$ cat config.mk
export PLATFORM = sky130hd
export DESIGN_NAME = ptlut_rd_sched
export DESIGN_NICKNAME = d
export VERILOG_FILES = /design/src/rtl/emtf_ptlut_pkg.sv /design/src/rtl/ptlut_tag_pipe.sv /design/src/rtl/ptlut_rd_sched.sv
export SDC_FILE = /design/constraint.sdc
export NUM_CORES = 1
export LEC_CHECK = 0
export ABC_AREA = 1
export BUFFER_PORTS_ARGS = -buffer_cell sky130_fd_sc_hd__buf_2
export CORE_UTILIZATION = 57
export DETAILED_ROUTE_END_ITERATION = 10
export GPL_TIMING_DRIVEN = 0
export PLACE_DENSITY = 0.84
export SKIP_LAST_GASP = 1
export SLEW_MARGIN = 20
export SYNTH_ARGS = -nofsm -noshare
export SYNTH_HDL_FRONTEND = slang
export SYNTH_SLANG_ARGS = --single-unit
$ cat constraint.sdc
create_clock -name clk -period 4.75 [get_ports clk]
set_clock_uncertainty 0.15 [all_clocks]
set_input_delay 0.475 -clock clk [delete_from_list [all_inputs] [get_ports clk]]
set_output_delay 0.475 -clock clk [all_outputs]
set_load 0.005 [all_outputs]
$ cat src/rtl/emtf_ptlut_pkg.sv
// Shared types and constants for the PT LUT read scheduler.
package emtf_ptlut_pkg;

  localparam int NTRK    = 3;
  localparam int PT_BW   = 9;
  localparam int ADDR_BW = 30;

  typedef enum logic [1:0] {
    IDLE  = 2'd0,
    ISSUE = 2'd1,
    WAIT  = 2'd2,
    DONE  = 2'd3
  } ptlut_st_t;

  typedef struct packed {
    logic       vld;
    logic [1:0] idx;
  } ptlut_tag_t;

endpackage

$ cat src/rtl/ptlut_tag_pipe.sv
// Fixed-depth delay line carrying read tags alongside the PT LUT latency.
// An occupancy bit per stage separates "slot present" from the track-valid flag in the tag.
module ptlut_tag_pipe
  import emtf_ptlut_pkg::*;
#(
  parameter int DEPTH = 3
) (
  input  logic       clk,
  input  logic       rst,
  input  logic       in_en,
  input  ptlut_tag_t in_tag,
  output logic       out_en,
  output ptlut_tag_t out_tag
);

  logic       [DEPTH-1:0] en_q;
  ptlut_tag_t [DEPTH-1:0] tag_q;

  always_ff @(posedge clk) begin
    if (rst) begin
      en_q  <= '0;
      tag_q <= '0;
    end else begin
      en_q[0]  <= in_en;
      tag_q[0] <= in_tag;
      for (int i = 1; i < DEPTH; i++) begin
        en_q[i]  <= en_q[i-1];
        tag_q[i] <= tag_q[i-1];
      end
    end
  end

  assign out_en  = en_q[DEPTH-1];
  assign out_tag = tag_q[DEPTH-1];

endmodule

$ cat src/rtl/ptlut_rd_sched.sv
// Shares one PT LUT read port among the 3 best tracks of a BX with constant latency.
// Optional statistics counters are enabled by defining PTLUT_STAT_EN.
module ptlut_rd_sched #(
  parameter int MEM_LAT = 3,
  parameter int ADDR_BW = 30,
  parameter int PT_BW   = 9
) (
  input  logic                   clk,
  input  logic                   rst,
`ifdef PTLUT_STAT_EN
  input  logic                   clr_stat,
  output logic [31:0]            rd_cnt,
  output logic [15:0]            ovr_cnt,
`endif
  input  logic                   bx_stb,
  input  logic [2:0][ADDR_BW-1:0] ptlut_addr,
  input  logic [2:0]             trk_vld,
  output logic                   mem_rd,
  output logic [ADDR_BW-1:0]     mem_addr,
  input  logic [PT_BW-1:0]       mem_dout,
  output logic [2:0][PT_BW-1:0]  pt_out,
  output logic                   pt_vld,
  output logic [3:0]             align_sel,
  output logic                   overrun,
  output logic                   busy
);

  import emtf_ptlut_pkg::*;

  ptlut_st_t                      st_q, st_d;
  logic [2:0]                     cnt_q, cnt_d;
  logic [NTRK-1:0][ADDR_BW-1:0]   addr_q, addr_d;
  logic [NTRK-1:0]                vld_q, vld_d;
  logic                           ovr_q, ovr_d;
  logic [ADDR_BW-1:0]             hold_q;
  logic [NTRK-1:0][PT_BW-1:0]     pt_q;
  logic [1:0]                     slot;
  logic                           accept;
  ptlut_tag_t                     in_tag, cap_tag;
  logic                           cap_en;

  always_comb begin
    st_d   = st_q;
    cnt_d  = cnt_q;
    addr_d = addr_q;
    vld_d  = vld_q;
    ovr_d  = 1'b0;
    accept = 1'b0;
    case (st_q)
      IDLE:  accept = bx_stb;
      ISSUE: begin
        ovr_d = bx_stb;
        if (cnt_q == 3'd2) begin
          st_d  = WAIT;
          cnt_d = '0;
        end else begin
          cnt_d = cnt_q + 3'd1;
        end
      end
      WAIT: begin
        ovr_d = bx_stb;
        if (cnt_q == 3'(MEM_LAT - 1)) begin
          st_d = DONE;
        end else begin
          cnt_d = cnt_q + 3'd1;
        end
      end
      DONE: begin
        st_d   = IDLE;
        accept = bx_stb;
      end
      default: st_d = IDLE;
    endcase
    // A new BX from IDLE or DONE restarts the slot sequence immediately.
    if (accept) begin
      st_d   = ISSUE;
      cnt_d  = '0;
      addr_d = ptlut_addr;
      vld_d  = trk_vld;
    end
  end

  always_ff @(posedge clk) begin
    if (rst) begin
      st_q   <= IDLE;
      cnt_q  <= '0;
      addr_q <= '0;
      vld_q  <= '0;
      ovr_q  <= 1'b0;
    end else begin
      st_q   <= st_d;
      cnt_q  <= cnt_d;
      addr_q <= addr_d;
      vld_q  <= vld_d;
      ovr_q  <= ovr_d;
    end
  end

  assign slot     = cnt_q[1:0];
  assign mem_rd   = (st_q == ISSUE) && vld_q[slot];
  assign mem_addr = mem_rd ? addr_q[slot] : hold_q;

  always_ff @(posedge clk) begin
    if (rst) begin
      hold_q <= '0;
    end else if (mem_rd) begin
      hold_q <= addr_q[slot];
    end
  end

  // Every slot sends a tag, even for invalid tracks, so their pt word is cleared on schedule.
  assign in_tag.vld = vld_q[slot];
  assign in_tag.idx = slot;

  ptlut_tag_pipe #(
    .DEPTH (MEM_LAT)
  ) u_tag_pipe (
    .clk     (clk),
    .rst     (rst),
    .in_en   (st_q == ISSUE),
    .in_tag  (in_tag),
    .out_en  (cap_en),
    .out_tag (cap_tag)
  );

  always_ff @(posedge clk) begin
    if (rst) begin
      pt_q <= '0;
    end else if (cap_en) begin
      pt_q[cap_tag.idx] <= cap_tag.vld ? mem_dout : '0;
    end
  end

  assign pt_out    = pt_q;
  assign pt_vld    = (st_q == DONE);
  assign overrun   = ovr_q;
  assign busy      = (st_q == ISSUE) || (st_q == WAIT);
  assign align_sel = 4'(MEM_LAT + 4);

`ifdef PTLUT_STAT_EN
  logic [31:0] rd_cnt_q;
  logic [15:0] ovr_cnt_q;

  always_ff @(posedge clk) begin
    if (rst || clr_stat) begin
      rd_cnt_q  <= '0;
      ovr_cnt_q <= '0;
    end else begin
      if (mem_rd && (rd_cnt_q != '1)) begin
        rd_cnt_q <= rd_cnt_q + 32'd1;
      end
      if (ovr_d && (ovr_cnt_q != '1)) begin
        ovr_cnt_q <= ovr_cnt_q + 16'd1;
      end
    end
  end

  assign rd_cnt  = rd_cnt_q;
  assign ovr_cnt = ovr_cnt_q;
`endif

endmodule

* After elaboration in Yosys (flattened, before gate mapping)
Index checks and enable logic that the tools add are counted.
** Storage, ports and cells
- Register bits :: 168
- Bits of input ports :: 105
- Output and inout port bits :: 65
- Logic and storage cells :: 64
** Cells by class
- Add/sub/neg operators :: 1
- Order comparisons :: 3
- Eq/ne operators :: 9
- Muxes and demuxes :: 17
- Bitwise operators :: 1
- Reduce and logical (&&, ||, !) cells :: 14
** Operators with widths (count)
- $bmux W30 S2 :: 1
- $mux W30 :: 2
- $bwmux W27 :: 1
- $demux W9 S2 :: 1
- $mux W9 :: 2
- $reduce_or A2 Y1 :: 4
- $lt A2 B3 Y1 const B :: 2
- $mux W3 :: 2
- $ne A2 B2 Y1 const B :: 3
- $ne A3 B3 Y1 const B :: 2
- $pmux W2 S3 :: 1
- $pmux W3 S2 :: 1
- $reduce_and A3 Y1 :: 2
- $eq A2 B2 Y1 const B :: 2
- $mux W2 :: 2
- $reduce_bool A4 Y1 :: 1
- $add A3 B1 Y3 const B :: 1
- $eq A3 B2 Y1 const B :: 1
- $mux W1 :: 3
- $reduce_bool A3 Y1 :: 1
- $bmux W1 S2 :: 1
- $eq A2 B1 Y1 const B :: 1
- $ge A2 B1 Y1 const B :: 1
- $logic_and A1 B1 Y1 :: 2
- other kinds (5) :: 5

* Longest topological paths before layout
Gate-level depths: netlist of the first run.
- Depth in word-level cells :: 5
- Gate-level depth with buffers :: 10
- Mapped depth without buffers :: 8

* Cells and area by module
A second synthesis of the first run with hierarchy kept.
** Second synthesis, totals
- Cell total of the unflattened synthesis :: 999
- Area total of the unflattened synthesis :: 7031.7 um^2
** Modules (own cells, without submodules)
- ptlut_rd_sched :: times used 1, cells an instance 959, area each 6667.6 um^2, sequential area each 3123.0 um^2
- ptlut_tag_pipe :: times used 1, cells an instance 40, area each 364.1 um^2, sequential area each 240.2 um^2

* Least setup slack after synthesis of the first run
No wires, ideal clock.
- Path kind :: register to output
- Start point :: reg st_q[1]
- End point :: out mem_addr[0]
- Arrival :: 1166 ps
- Data required time :: 4125 ps
- Setup slack :: 2959 ps
- Cell stages (with the launch flop) :: 8
- Buffers on the path :: 2
- Path through :: dfxtp_1 > inv_1 > ha_1 > buf_2 > clkbuf_1 > nand3_1 > nand2_1 > inv_1
** Between the ends
- Cells in the longest elaborated chain, start to end :: 3
** Ends and longest elaborated chain
- from (decl) :: line ptlut_rd_sched.sv:30 : ptlut_st_t st_q, st_d;
- from (signal assigned) :: line ptlut_rd_sched.sv:91 : st_q <= st_d;
- $eq A2 B1 Y1
- named net u_tag_pipe.in_en :: line ptlut_tag_pipe.sv:10 : input logic in_en,
- $logic_and A1 B1 Y1 :: line ptlut_rd_sched.sv:100 : assign mem_rd = (st_q == ISSUE) && vld_q[slot];
- $mux W30
- to (decl) :: line ptlut_rd_sched.sv:19 : output logic [ADDR_BW-1:0] mem_addr,
The timed path passes the listed nets, and every way through them passes these cells.

* Final worst setup path of the first run
- Start point :: reg st_q[1]
- End point :: out mem_addr[19]
Same word-level chain as after synthesis.

==> results.py, run 1 <==
metrics = {
    "sta": {
        "relSlewSlack_pct": 63.3,
        "slew_viol_final": 0,
        "hold_violations": 0,
        "period_share_pct": 56.0,
        "setup_tns_ns": 0,
        "setup_viol": 0,
        "tightest_slew_ns": 0.551,
        "rsz0062_at_grt": "no",
        "fmax_mhz": 376,
        "setup_ws_ns": 2.09,
        "min_period_ns": 2.66,
    },
    "yosys": {
        "ys_ff_latch": 168,
        "avgSynthCellArea_um2": 7.05,
        "ys_top_cells_by_count": "nor2_1, nand2_1, dfxtp_1",
        "synth_area_leaders": "dfxtp_1, nor2_1, nand2_1",
        "yosysTopAreaCellShare_pct": 47.9,
        "synth_cell_types": 25,
        "syn_area_mm2": 0.00702,
        "synth_top_cell_by_area": "dfxtp_1",
        "yosysMostFrequentCell": "nor2_1",
        "yosys_warnings": 0,
        "yosysSeqAreaShare_pct": 47.9,
        "synth_edf_count": 0,
        "async_flop_share_pct": 0,
        "syn-instance-count": 995,
        "ys.flop_type": "dfxtp_1",
    },
    "route": {
        "drt-total-wl_um": 18800,
        "drt-initial-drc-count": 635,
        "ant_nets": 0,
        "post-route-drc-count": 0,
        "vias": 6940,
        "wl_per_cell_um": 14.0,
        "first_pass_iters": 5,
        "via_per_inst": 5.18,
    },
    "placed_design": {
        "place_ws_ns": 2.59,
        "gp_congestion": 0.878,
        "placed_cell_area_mm2": 0.00803,
        "dp_hpwl_um": 13200,
        "numPortBuffers": 164,
    },
    "finish": {
        "ff_latch_area_mm2": 0.00336,
        "finish.utilization_pct": 72.4,
        "diodes": 0,
        "design_area_mm2": 0.00869,
        "drive_above_1_share_pct": 20.9,
        "nets": 1292,
        "multi_input_area_mm2": 0.00288,
        "syn2layout_area_growth_pct": 23.9,
        "fill_cells": 966,
    },
    "global_route": {
        "first_global_vias": 6263,
        "gr-total-overflow": 0,
        "grt_pass1_wl_um": 29600,
        "antenna_found_initial": 0,
        "grt_max_degree": 17,
        "track_usage_pct": 30.0,
    },
    "worst_setup_path": {
        "cp.arrival_ns": 2.04,
        "rr_endpoint": "addr_q[73]",
        "worstReg2RegStart": "st_q[1]",
        "r2r_cells": 7,
        "crit_path_start_kind": "register",
        "cp.required_ns": 4.12,
        "cp_max_fo": 10,
        "worst_setup_path_end_kind": "primary output",
        "timing.reg2reg.setup_slack_ns": 2.53,
        "worst-setup-path-type": "reg -> out",
    },
    "clocking": {
        "clk_pin_slew_ns": 0.06,
        "clk_latency_ns": 0.43,
        "clk_path_buf_depth": 2,
        "cts_sinks": 168,
        "cts_tree": "done",
        "htreeDepth": 4,
        "numCtsBuffers": 17,
        "clockRootBuffer": "clkbuf_16",
        "ctsHoldBuffers": 0,
        "post_cts_resized": 0,
        "post_cts_buffers": 0,
    },
    "floorplanning": {
        "core.rowCount": 40,
        "die_h_um": 113,
        "fp.dieW_um": 113,
        "dieArea_mm2": 0.0128,
        "core_area_mm2": 0.0120,
        "initial_utilization_pct": 58.4,
        "pin_count": 170,
    },
    "job": {
        "max_cap_violations": 0,
    },
    "hold_path": {
        "hp-start": "ptlut_addr[51]",
        "holdCritPathClass": "in -> reg",
        "min_path_cells": 3,
        "hold_path_end": "addr_q[51]",
    },
    "pwr": {
        "power.leakage_nw": 4.40,
        "vdd_drop_max_mv": 0.336,
        "power_density_mw_per_mm2": 492,
        "fin_total_pwr_mw": 4.27,
    },
    "outcome": {
        "status": "completed",
    },
}
==> worst max-delay path, stage by stage, from the launching register on <==
cell	delay, ns
dfxtp_1	0.36
inv_1	0.10
ha_1	0.13
buf_2	0.20
clkbuf_1	0.35
nand3_1	0.19
nand2_1	0.12
inv_1	0.05
buf_2	0.12
==> registers in the layout (all words and copies together), names as in the netlist <==
| signal | count |
|---|---|
| u_tag_pipe.en_q | 3 |
| overrun | 1 |
| vld_q | 3 |
| st_q | 2 |
| u_tag_pipe.tag_q | 6 |
| addr_q | 90 |
| pt_out | 27 |
| hold_q | 30 |
| cnt_q | 3 |
| u_tag_pipe.out_tag | 3 |
==> cell type report <==
class / count / area share [%]
Sequential cell: 168 / 38.7
Multi-Input combinational cell: 646 / 33.1
Timing Repair Buffer: 164 / 9.44
Clock buffer: 24 / 5.77
Inverter: 115 / 4.99
Buffer: 68 / 3.99
Tap cell: 147 / 2.12
Clock inverter: 7 / 1.87
==> where the power goes <==
group / total [mW] / internal, mW / switching [mW]
clock: 1.54 / 1.00 / 0.544
combinational: 1.03 / 0.356 / 0.676
sequential: 1.70 / 1.62 / 0.0822
==> cells by family after synthesis <==
family	after synthesis	share of synthesized area [%]
simple gates	421	24.0
compound gates	214	15.6
buf+inv	183	11.1
flops	168	47.9
fa+ha+maj	7	1.25
other cells	2	0.107
==> per-layer routing <==
metal / vias up / track usage, % / part of all wire (%)
met4: 0 / 12.7 / 3.1
li1: 3458 / - / -
met1: 3121 / 37.9 / 41
met3: 42 / 5.30 / 8.1
met2: 319 / 50.6 / 47
met5: - / 0 / 0
==> how the worst max path moves through the flow <==
stage | start | to
after floorplan | st_q[1] | mem_addr[0]
after global placement | st_q[1] | mem_addr[19]
after detailed placement | st_q[1] | mem_addr[19]
after CTS | st_q[1] | mem_addr[19]
after global routing | st_q[1] | mem_addr[19]
final | st_q[1] | mem_addr[19]
==> stage by stage <==
stage               cells  hold WS (ns)
floorplan             997         0.238
global placement     1308         0.240
detailed placement   1308         0.244
CTS                  1339         0.117
global route         1339         0.128
finish               1339         0.116
==> layout by cell type (no fill, tap or decap), drive strengths merged <==
cell,synthesis,layout
dfxtp,168,168
a21oi,90,90
bufinv,0,5
nand3,33,33
a211oi,4,4
nor3,2,2
o21ai,118,118
a31o,1,1
clkinv,0,1
nor2,210,210
or2,2,2
o21a,1,1
ha,7,7
buf,37,201
nand2,173,173
clkinvlp,0,1
nand3b,1,1
clkbuf,31,55
inv,115,115
conb,2,4
Power figures use the tool's default switching activity.
==> inputs of run 2 (changes only) <==
--- a/config.mk
+++ b/config.mk
@@ -7,10 +7,10 @@
 export LEC_CHECK = 0
 export ABC_AREA = 1
 export BUFFER_PORTS_ARGS = -buffer_cell sky130_fd_sc_hd__buf_2
-export CORE_UTILIZATION = 57
+export CORE_UTILIZATION = 48
 export DETAILED_ROUTE_END_ITERATION = 10
 export GPL_TIMING_DRIVEN = 0
-export PLACE_DENSITY = 0.84
+export PLACE_DENSITY = 0.76
 export SKIP_LAST_GASP = 1
 export SLEW_MARGIN = 20
 export SYNTH_ARGS = -nofsm -noshare
==> constraint.sdc (replaced) <==
create_clock -name clk -period 2.3 [get_ports clk]
set_clock_uncertainty 0.15 [all_clocks]
set_input_delay 0.23 -clock clk [delete_from_list [all_inputs] [get_ports clk]]
set_output_delay 0.23 -clock clk [all_outputs]
set_load 0.005 [all_outputs]
==> run 2 against run 1 <==
Net effect: register-to-register slack got worse by 2.4 ns; cell area increased by 13%; core utilization shrank 2.6 points; sequential power grew 110%; worst setup slack worse by 2.0 ns; die area up 18%; global-route usage shrank 0.18 points; total power is 110% higher; final cell count grew 10%; clock power increased by 100%; combinational power rose by 130%.
==> results.py, run 2 (same netlist as run 1, synthesis figures left out) <==
metrics = {
    "outcome": {
        "status": "completed",
    },
    "clocking": {
        "clk_latency_ns": 0.43,
        "numCtsBuffers": 17,
        "clk_pin_slew_ns": 0.06,
        "cts_tree": "done",
        "clockRootBuffer": "clkbuf_16",
        "clk_path_buf_depth": 2,
        "cts_sinks": 168,
        "post_cts_buffers": 0,
        "htreeDepth": 4,
    },
    "sta": {
        "tightest_slew_ns": 0.557,
        "rsz0062_at_grt": "yes",
        "min_period_ns": 2.21,
        "period_share_pct": 96.2,
        "slew_viol_final": 0,
        "setup_tns_ns": 0,
        "whs_ns": 0.0218,
        "relSlewSlack_pct": 62.5,
        "setup_viol": 0,
        "fmax_mhz": 452,
        "hold_violations": 0,
    },
    "route": {
        "post-route-drc-count": 0,
        "ant_nets": 0,
        "first_pass_iters": 5,
        "drt-total-wl_um": 21700,
        "wl_per_cell_um": 14.7,
        "via_per_inst": 5.02,
        "drt-initial-drc-count": 567,
        "vias": 7401,
    },
    "worst_setup_path": {
        "timing.reg2reg.setup_slack_ns": 0.09,
        "cp_max_fo": 10,
        "cp.arrival_ns": 1.83,
        "worst-setup-path-type": "reg -> out",
        "worst_setup_path_end_kind": "primary output",
        "rr_endpoint": "addr_q[73]",
        "r2r_cells": 7,
        "cp.required_ns": 1.92,
        "worstReg2RegStart": "st_q[0]",
        "crit_path_start_kind": "register",
    },
    "finish": {
        "final_common_cell": "nor2_1",
        "finish.utilization_pct": 69.8,
        "syn2layout_area_growth_pct": 40.2,
        "largest_register_ffs": 90,
        "diodes": 0,
        "fill_cells": 1153,
        "design_area_mm2": 0.00984,
        "nets": 1393,
        "drive_above_1_share_pct": 21.2,
        "final_cell_mix": "nor2_1, buf_2, nand2_1",
        "regMostFlops": "addr_q",
    },
    "placed_design": {
        "dp_hpwl_um": 13800,
        "gp_congestion": 0.868,
        "placed_cell_area_mm2": 0.00807,
        "numPortBuffers": 164,
    },
    "hold_path": {
        "min_path_cells": 3,
        "hp-start": "ptlut_addr[75]",
        "holdCritPathClass": "in -> reg",
        "hold_path_end": "addr_q[75]",
    },
    "global_route": {
        "grt_max_degree": 17,
        "track_usage_pct": 29.8,
        "gr-total-overflow": 0,
        "grt_pass1_wl_um": 33800,
        "first_global_vias": 7126,
        "antenna_found_initial": 0,
    },
    "pwr": {
        "power.leakage_nw": 4.86,
        "power_density_mw_per_mm2": 913,
        "vdd_drop_max_mv": 0.619,
    },
    "floorplanning": {
        "dieArea_mm2": 0.0151,
        "pin_count": 170,
        "die_h_um": 123,
        "initial_utilization_pct": 49.8,
        "core.rowCount": 43,
        "core_area_mm2": 0.0141,
        "fp.dieW_um": 123,
    },
    "job": {
        "max_cap_violations": 0,
    },
}
==> run 2: cell types whose count changed in the layout (fill, tap and decap cells not counted), sizes merged <==
cell,previous run,this run
dlygate4sd3,0,101
inv,115,121
clkbuf,55,48
bufinv,5,4
clkinv,1,2
clkinvlp,1,3
==> run 2: worst max-delay path, stage by stage (launching register included) <==
cell and delay, ns:
dfxtp_2 0.34, buf_6 0.13, inv_6 0.06, buf_4 0.17, nand2_1 0.07, nand2_1 0.08, a21oi_1 0.19, nand3_1 0.11
nand2_1 0.11, inv_1 0.04, buf_2 0.12
==> run 2: stage by stage <==
| step | setup slack, ns | std cells | total power [mW] |
|---|---|---|---|
| CTS | 0.00471 | 1474 | 8.85 |
| global route | 0.00207 | 1474 | 9.45 |
| finish | 0.0865 | 1474 | 8.98 |
| floorplan | 0.530 | 997 | 4.91 |
| global placement | 0.170 | 1341 | 5.60 |
| detailed placement | 0.141 | 1341 | 5.64 |
==> run 2: power by group <==
part           switching [mW]  total [mW]  internal, mW
logic                    1.48        2.38         0.904
clock network            1.25        3.09          1.84
registers               0.171        3.51          3.34
total                    2.90        8.98          6.08
==> run 2: layout make-up <==
class                           instances  area [um^2]  share of cell area, %
Buffer                                 68          402                   4.08
Clock buffer                           17          425                   4.32
Clock inverter                         15          213                   2.16
Inverter                              115          437                   4.44
Multi-Input combinational cell        646         2940                   29.8
Sequential cell                       168         3370                   34.2
Tap cell                              180          225                   2.29
Timing Repair Buffer                  265         1830                   18.6
==> run 2: repair_timing <==
action | CTS | global route
gates cloned | 0 | 0
hold buffers | 101 | 0
setup endpoints to repair | 30 | 31
hold endpoints to repair | 115 | 0
gates resized for setup | 8 | 49
==> run 2: layer usage <==
| layer | up-vias | wire length (um) | track usage (%) | part of all wire [%] |
|---|---|---|---|---|
| li1 | 3672 | - | - | - |
| met1 | 3335 | 8780 | 33.7 | 40 |
| met2 | 317 | 10600 | 52.0 | 49 |
| met3 | 77 | 1320 | 5.86 | 6.1 |
| met4 | 0 | 982 | 17.4 | 4.5 |
| met5 | - | 0 | 0 | 0 |
==> run 2: worst max-delay path by stage <==
stage	from	endpoint	slack [ns]	depth (start not counted)
6_report	cnt_q[0]	mem_addr[27]	0.09	10
5_1_grt	cnt_q[0]	mem_addr[19]	0.002	10
4_1_cts	cnt_q[0]	mem_addr[0]	0.005	10
3_5_place_dp	st_q[0]	addr_q[73]	0.14	7
3_3_place_gp	st_q[0]	addr_q[37]	0.17	8
2_1_floorplan	st_q[0]	addr_q[34]	0.53	8
